`config.mk`:
```
export PLATFORM = sky130hd
export DESIGN_NAME = div_unit
export DESIGN_NICKNAME = d
export VERILOG_FILES = /design/src/rtl/div_unit.sv
export SDC_FILE = /design/constraint.sdc
export NUM_CORES = 1
export LEC_CHECK = 0
export ABC_AREA = 1
export CAP_MARGIN = 10
export CORE_AREA = 3 3 273 167
export CTS_BUF_LIST = sky130_fd_sc_hd__clkbuf_4
export CTS_CLUSTER_DIAMETER = 30
export DETAILED_ROUTE_END_ITERATION = 16
export DIE_AREA = 0 0 276 170
export SLEW_MARGIN = 20
export SYNTH_ARGS = -nofsm -noshare
export SYNTH_HDL_FRONTEND = slang
export SYNTH_SLANG_ARGS = --single-unit
```
`constraint.sdc`:
```
create_clock -name clk -period 2.7 [get_ports clk]
set_clock_uncertainty 0.1 [all_clocks]
set_input_delay 0.27 -clock clk [delete_from_list [all_inputs] [get_ports clk]]
set_output_delay 0.27 -clock clk [all_outputs]
set_load 0.1 [all_outputs]
```
`src/rtl/div_unit.sv`:
```
// Multi-cycle radix-2 restoring divider for DIV/DIVU.
// One division in flight; result_o = {remainder, quotient}, held while start_i stays high.
module div_unit #(
  parameter int WIDTH = 32
) (
  input  logic               clk,
  input  logic               rst,
  input  logic               signed_div_i,
  input  logic [WIDTH-1:0]   opdata1_i,
  input  logic [WIDTH-1:0]   opdata2_i,
  input  logic               start_i,
  input  logic               annul_i,
  output logic [2*WIDTH-1:0] result_o,
  output logic               ready_o
);

  localparam int CNT_W = $clog2(WIDTH + 1);

  typedef enum logic [1:0] {
    ST_FREE    = 2'd0,
    ST_BY_ZERO = 2'd1,
    ST_ON      = 2'd2,
    ST_END     = 2'd3
  } state_t;

  state_t             state_reg, state_next;
  logic [CNT_W-1:0]   cnt_reg, cnt_next;
  // {rem, quo}; the extra top bit of the partial remainder only ever exists
  // transiently in rem_shift, so it is not stored.
  logic [2*WIDTH-1:0] pr_reg, pr_next;
  logic [WIDTH-1:0]   divisor_reg, divisor_next;
  logic               sign1_reg, sign1_next;
  logic               sign2_reg, sign2_next;
  logic               mode_reg, mode_next;
  logic [2*WIDTH-1:0] result_reg, result_next;
  logic               ready_reg, ready_next;

  logic               accept;
  logic               op1_neg, op2_neg;
  logic [WIDTH-1:0]   abs1, abs2;
  logic [WIDTH:0]     rem_shift;
  logic               trial_ge;
  logic [WIDTH-1:0]   trial;
  logic [WIDTH-1:0]   quo_raw, rem_raw, quo_fix, rem_fix;
  logic               cnt_done;

  assign accept    = start_i && !annul_i;
  assign op1_neg   = signed_div_i && opdata1_i[WIDTH-1];
  assign op2_neg   = signed_div_i && opdata2_i[WIDTH-1];
  assign abs1      = op1_neg ? -opdata1_i : opdata1_i;
  assign abs2      = op2_neg ? -opdata2_i : opdata2_i;

  assign quo_raw   = pr_reg[WIDTH-1:0];
  assign rem_raw   = pr_reg[2*WIDTH-1:WIDTH];
  assign rem_shift = pr_reg[2*WIDTH-1:WIDTH-1];
  assign trial_ge  = rem_shift >= {1'b0, divisor_reg};
  assign trial     = rem_shift[WIDTH-1:0] - divisor_reg;
  assign cnt_done  = (cnt_reg == CNT_W'(WIDTH));

  // Negation is mod 2^WIDTH, so the most-negative / -1 case wraps onto itself.
  assign quo_fix   = (mode_reg && (sign1_reg ^ sign2_reg)) ? -quo_raw : quo_raw;
  assign rem_fix   = (mode_reg && sign1_reg) ? -rem_raw : rem_raw;

  always_ff @(posedge clk) begin
    if (rst) begin
      state_reg   <= ST_FREE;
      cnt_reg     <= '0;
      pr_reg      <= '0;
      divisor_reg <= '0;
      sign1_reg   <= 1'b0;
      sign2_reg   <= 1'b0;
      mode_reg    <= 1'b0;
      result_reg  <= '0;
      ready_reg   <= 1'b0;
    end else begin
      state_reg   <= state_next;
      cnt_reg     <= cnt_next;
      pr_reg      <= pr_next;
      divisor_reg <= divisor_next;
      sign1_reg   <= sign1_next;
      sign2_reg   <= sign2_next;
      mode_reg    <= mode_next;
      result_reg  <= result_next;
      ready_reg   <= ready_next;
    end
  end

  always_comb begin
    state_next = state_reg;
    case (state_reg)
      ST_FREE: begin
        if (accept) begin
          state_next = (opdata2_i == '0) ? ST_BY_ZERO : ST_ON;
        end
      end
      ST_BY_ZERO: state_next = annul_i ? ST_FREE : ST_END;
      ST_ON: begin
        if (annul_i) begin
          state_next = ST_FREE;
        end else if (cnt_done) begin
          state_next = ST_END;
        end
      end
      ST_END:  state_next = start_i ? ST_END : ST_FREE;
      default: state_next = ST_FREE;
    endcase
  end

  always_comb begin
    cnt_next     = cnt_reg;
    pr_next      = pr_reg;
    divisor_next = divisor_reg;
    sign1_next   = sign1_reg;
    sign2_next   = sign2_reg;
    mode_next    = mode_reg;
    result_next  = '0;
    ready_next   = 1'b0;
    case (state_reg)
      ST_FREE: begin
        if (accept) begin
          cnt_next = '0;
          if (opdata2_i != '0) begin
            pr_next      = {{WIDTH{1'b0}}, abs1};
            divisor_next = abs2;
            sign1_next   = op1_neg;
            sign2_next   = op2_neg;
            mode_next    = signed_div_i;
          end
        end
      end
      ST_ON: begin
        if (!annul_i) begin
          if (!cnt_done) begin
            pr_next  = trial_ge ? {trial, quo_raw[WIDTH-2:0], 1'b1}
                                : {rem_shift[WIDTH-1:0], quo_raw[WIDTH-2:0], 1'b0};
            cnt_next = cnt_reg + CNT_W'(1);
          end else begin
            result_next = {rem_fix, quo_fix};
            ready_next  = 1'b1;
          end
        end
      end
      // Zero-divisor path enters END with ready low and raises it one edge later.
      ST_END: begin
        if (start_i) begin
          result_next = result_reg;
          ready_next  = 1'b1;
        end
      end
      default: ;
    endcase
  end

  assign result_o = result_reg;
  assign ready_o  = ready_reg;

endmodule

```
After elaboration in Yosys (flattened, before gate mapping)
Cells that the tools add are included.
{ "classes": {"shifts": 0, "n_reduce_logical": 14, "div": 0, "addsub": 6, "n_eq_ne": 10, "mux": 29, "order_cmp": 1, "n_mul": 0, "n_bitwise": 1} }
{ "op_table": {"columns": ["operator", "count"], "rows": [
  ["$mux W64", 8],
  ["$pmux W64 S2", 2],
  ["$mux W32", 4],
  ["$neg A32 Y32", 4],
  ["$ge A33 B32 Y1", 1],
  ["$logic_not A32 Y1", 1],
  ["$reduce_bool A32 Y1", 1],
  ["$sub A32 B32 Y32", 1],
  ["$mux W6", 3],
  ["$mux W2", 6],
  ["$pmux W6 S2", 1],
  ["$ne A2 B2 Y1 const B", 5],
  ["$pmux W2 S4", 1],
  ["$add A6 B1 Y6 const B", 1],
  ["$eq A6 B6 Y1 const B", 1],
  ["$logic_and A1 B1 Y1", 5],
  ["$reduce_and A5 Y1", 1],
  ["$eq A2 B2 Y1 const B", 2],
  ["$reduce_and A4 Y1", 1],
  ["$mux W1", 3],
  ["$ne A3 B3 Y1 const B", 1],
  ["$reduce_and A3 Y1", 1],
  ["$eq A2 B1 Y1 const B", 1],
  ["$logic_not A2 Y1", 1],
  ["5 further kinds", 5]
]} }
{ "word_totals": {"latchBits": 0, "elab_cells": 70, "memories": 0, "output_inout_bits": 65, "reg_bits": 172, "mem_bits_rw": 0, "rom_bits": 0, "input_bits": 69} }

Depth between registers and ports, before layout
Gate-level depths: netlist of the first run.
{ "depth": {"ltp_word": 6, "ltp_mapped": 17, "mapped_depth_nobuf": 16} }

Worst setup path after synthesis of the first run
No wires, ideal clock.
{ "synth_path": {"path_kind": "flip-flop to flip-flop", "from": "reg pr_reg[31]", "to": "reg pr_reg[60]", "arrival_time_ns": 1.828, "setup_ns": 0.132, "path_stages_with_launch": 17, "t_required_ns": 2.468, "path_buffers": 0, "setup_slack_ns": 0.640, "synth_period_minus_slack_ns": 2.060, "path_cell_list": "dfxtp_1 -> inv_1 -> ha_1 -> inv_1 -> fa_1 -> nand3_1 -> nand3_1 -> nand2_1 -> nand2_1 -> nand2_1 -> nand2_1 -> nand2_1 -> nand2_1 -> nand2_1 -> nand3_1 -> nand2_1 -> a21oi_1"} }
{ "synth_between": {"elab_chain_len": 5, "elab_cells_between_ends": 6, "cone_classes": "add/sub (1); order compare (1); mux (4)"} }
{ "synth_rtl": {"columns": ["element", "line_no", "rtl"], "rows": [
  ["start: declaration", "30", "logic [2*WIDTH-1:0] pr_reg, pr_next;"],
  ["start signal: assignment", "78", "pr_reg <= pr_next;"],
  ["$sub A32 B32 Y32 or $ge A33 B32 Y1 (tied branches)", "57, 56", null],
  ["$mux W64 (*)", "134", "pr_next = trial_ge ? {trial, quo_raw[WIDTH-2:0], 1'b1}"],
  ["$mux W64 (*)", "133", "if (!cnt_done) begin"],
  ["$mux W64 (*)", "132", "if (!annul_i) begin"],
  ["$pmux W64 S2 (*)", "118", "case (state_reg)"]
]} }
Every way passes the cells marked *; elsewhere a longest branch is shown, timed or not. The select of a mux whose other input is x is not followed.
A chain may end at the register's enable or synchronous reset.

Worst setup path after layout of the first run
{ "layout_path": {"from": "reg divisor_reg[25]", "to": "reg pr_reg[34]"} }
{ "layout_between": {"elab_chain_len": 5} }
{ "layout_rtl": {"columns": ["element", "line_no", "rtl"], "rows": [
  ["start: declaration", "31", "logic [WIDTH-1:0] divisor_reg, divisor_next;"],
  ["start signal: assignment", "79", "divisor_reg <= divisor_next;"],
  ["$ge A33 B32 Y1", "56", "assign trial_ge = rem_shift >= {1'b0, divisor_reg};"],
  ["$mux W64", "134", null],
  ["$mux W64", "133", null],
  ["$mux W64", "132", null],
  ["$pmux W64 S2", "118", null]
]} }
Every way passes these cells. The select of a mux whose other input is x is not followed.

==> metrics.yaml, run 1 <==
outcome:
  outcome: "finished clean"
drt:
  via_per_inst: 5.04
  drtAntennaViolNets: 0
  drcViolationCount: 0
  drt_wl_total_um: 49000
  dr.pass1.iters: 6
  route.vias.total: 14600
  drt_iter0_drc: 1737
  wl_per_cell_um: 17.0
timing:
  min_period_ns: 2.57
  hold_viol: 0
  max_freq_mhz: 389
  tightest_slew_ns: 0.711
  drv_slew: 0
  tns_ns: 0
  maxSlewHeadroom: 0.526
  finalSetupViolCount: 0
  finalCritPeriodShare: 0.952
  grt_setup_unrepaired: "no"
global_routing:
  grt_first_pass_wirelength_um: 74700
  grt_start_max_net_pins: 126
  grt.met3_usage: 0.0527
  grt_util_met1: 0.325
  grtUsageTotal: 0.203
  busiest_layer: "met1"
  antenna_found_initial: 6
  grt_pass1_vias: 12700
  use_met2: 0.263
  grt-ovfl-total: 0
logic_synthesis:
  synth_area_leaders: "dfxtp_1 (27%), nand2_1 (18%), inv_1 (8.6%)"
  yosysTopAreaCell: "dfxtp_1"
  ys_ff_latch: 172
  async_reset_ff_frac: 0
  yosys.area_share.simple: 0.374
  postSynthAreaPerCell_sq_um: 5.96
  synthMuxAreaShare: 0
  yosysSeqAreaShare: 0.266
  yosys.area_share.adder: 0.0412
  synth_top_area_frac: 0.266
  synth-xor-area-share: 0.0345
  mappedNetlistArea_sq_mm: 0.0129
  ys_types: 46
  syn_inst: 2170
  synth_edf_count: 0
  synth_flop_cell: "dfxtp_1"
  yosys_warnings: 0
  synth_compound_gate_area_share: 0.161
  synth_top_family_by_area: "simple AND/OR/NAND/NOR gates"
  mappedNetlistNets: 2281
floorplanning:
  dieArea_sq_mm: 0.0469
  rows: 59
  coreArea_sq_mm: 0.0433
  chipWidth_um: 276
  die_h_um: 170
  pin_count: 134
  start_util: 0.299
cells_and_area:
  final_nets: 2406
  seq_area_sq_mm: 0.00344
  drive_gt1_frac: 0.0911
  areaGrowthSynthToFinish_pct: 17.0
  nFillCells: 4806
  multiInputGateArea_sq_mm: 0.00793
worst_hold_path:
  hold_class: "input pin to flip-flop"
placed_design:
  gp_congestion: 0.980
  dp_hpwl_um: 39600
  portBuffers: 133
cts:
  h-tree-depth: 4
  clock_insertion_delay_worst_skew_ns: 0.64
  cts_buffer_depth: 2
  cts_setup_buffers: 0
  clock_sinks: 172
  root_buffer: "clkbuf_4"
  clk_pin_slew_ns: 0.15
  numCtsBuffers: 17
  cts_tree: "built"
worst_setup_path:
  end_kind: "flip-flop"
  critPathKind: "flip-flop to flip-flop"
  worstPathArrival_ns: 2.97
  required_ns: 3.10
  start_kind: "flip-flop"
  critical_path_peak_fanout: 32
  reg2reg_slack_ns: 0.13
power:
  p_leak_nw: 7.02
  power_density_mw_per_mm2: 477
  ir_drop_mv: 0.303
  finalPower_mw: 7.22
flow_run:
  cap_violations: 0
## worst paths after layout
kind / startpoint / to / cells past startpoint
hold / removal: opdata2_i[1] / divisor_reg[1] / 3
hold reg to reg: divisor_reg[2] / divisor_reg[2] / 2
setup reg to reg: divisor_reg[25] / pr_reg[34] / 12
setup / recovery: divisor_reg[25] / pr_reg[34] / 12
## cells in the final DEF (no fill, tap or decap), types with 2 or more instances in the layout
master | Yosys | routed
o22ai_1 | 5 | 5
nor2_1 | 188 | 184
nand3_2 | 5 | 6
a21oi_1 | 219 | 219
a211oi_1 | 7 | 7
nor3_1 | 21 | 21
nand3b_1 | 11 | 11
a21o_1 | 5 | 5
inv_6 | 0 | 4
o31ai_1 | 6 | 6
inv_2 | 2 | 5
o21ai_4 | 2 | 2
nand4_1 | 29 | 29
or2_2 | 9 | 9
inv_1 | 298 | 295
a31oi_1 | 5 | 5
xnor2_1 | 21 | 21
o21ai_1 | 7 | 7
clkbuf_4 | 0 | 18
clkinvlp_4 | 0 | 4
xor2_1 | 30 | 30
and2_1 | 3 | 3
dfxtp_1 | 172 | 171
nand2_1 | 609 | 609
o21bai_1 | 3 | 3
clkinv_1 | 4 | 5
nor2_2 | 13 | 16
ha_1 | 41 | 41
buf_4 | 4 | 116
nand2_2 | 11 | 11
o21ai_0 | 119 | 119
nor3_2 | 3 | 3
buf_12 | 0 | 5
nor2_4 | 3 | 4
o211ai_1 | 11 | 11
nand3_1 | 215 | 214
clkdlybuf4s50_1 | 0 | 67
## metal layers
metal	up-vias	routed length, um
met2	547	18000
met3	33	5150
met5	-	9
met1	6734	25300
li1	7242	-
met4	2	534
## synthesized netlist by cell type, types with 26 or more instances
library cell,n
inv_1,298
nand4_1,29
dfxtp_1,172
clkbuf_1,40
nand2_1,609
o21ai_0,119
buf_2,26
ha_1,41
nor2_1,188
xor2_1,30
a21oi_1,219
nand3_1,215
## report_power, final
part           switching [mW]  total [mW]  internal, mW
logic                    1.95        2.89         0.933
registers               0.166        2.86          2.69
clock network            1.01        1.48         0.468
total                    3.13        7.22          4.09
## repair_timing
action / CTS / global route
hold endpoints to repair: 0 / 0
endpoints found under the setup margin: 0 / 30
resized for setup: 0 / 8
hold buffers: 0 / 0
## logic make-up (layout without fill, tap and decap cells)
family | Yosys count | in the layout
adder cells (fa/ha/maj) | 42 | 42
XOR/XNOR | 51 | 51
buffers and inverters | 386 | 522
other | 0 | 1
flip-flops | 172 | 172
AND/OR/NAND/NOR | 1127 | 1127
AO/OA/AOI/OAI | 392 | 392
## critical path, stage by stage (launching register included)
cell	delay (ns)
dfxtp_1	0.37
inv_1	0.16
ha_1	0.44
nand2_1	0.14
nor2_2	0.22
nand2_1	0.15
nor2_1	0.21
nor2_4	0.09
nand2_2	0.11
buf_12	0.19
o21ai_0	0.11
nand3_1	0.08
a21oi_1	0.06
## layout make-up
class                   count  share of cell area
well taps                 579              0.0479
repair buffers            188               0.108
diodes                      1            0.000165
multi-input cells        1612               0.524
clock buffers              18             0.00893
inverters                 304              0.0754
flip-flops and latches    172               0.228
clock inverters            12             0.00760
## through the flow
stage	utilization	hold slack, ns	setup WS [ns]	instance area, sq um	instances
2_1_floorplan	-	0.320	0.640	12900	2170
3_3_place_gp	0.344	0.348	-0.0200	14900	2855
3_5_place_dp	0.344	0.356	0.0153	14900	2855
4_1_cts	0.349	0.0730	0.0950	15100	2885
5_1_grt	0.350	0.127	0.00808	15100	2886
6_report	0.350	0.146	0.131	15100	2886
Power figures use the tool's default switching activity.
==> run 2: changes to the inputs <==
--- a/config.mk
+++ b/config.mk
@@ -12,7 +12,7 @@
 export CTS_CLUSTER_DIAMETER = 30
 export DETAILED_ROUTE_END_ITERATION = 16
 export DIE_AREA = 0 0 276 170
-export SLEW_MARGIN = 20
+export SLEW_MARGIN = 10
 export SYNTH_ARGS = -nofsm -noshare
 export SYNTH_HDL_FRONTEND = slang
 export SYNTH_SLANG_ARGS = --single-unit
==> results of run 2 <==
Same layout as run 1: the final DEF is identical, and so are final timing and power.
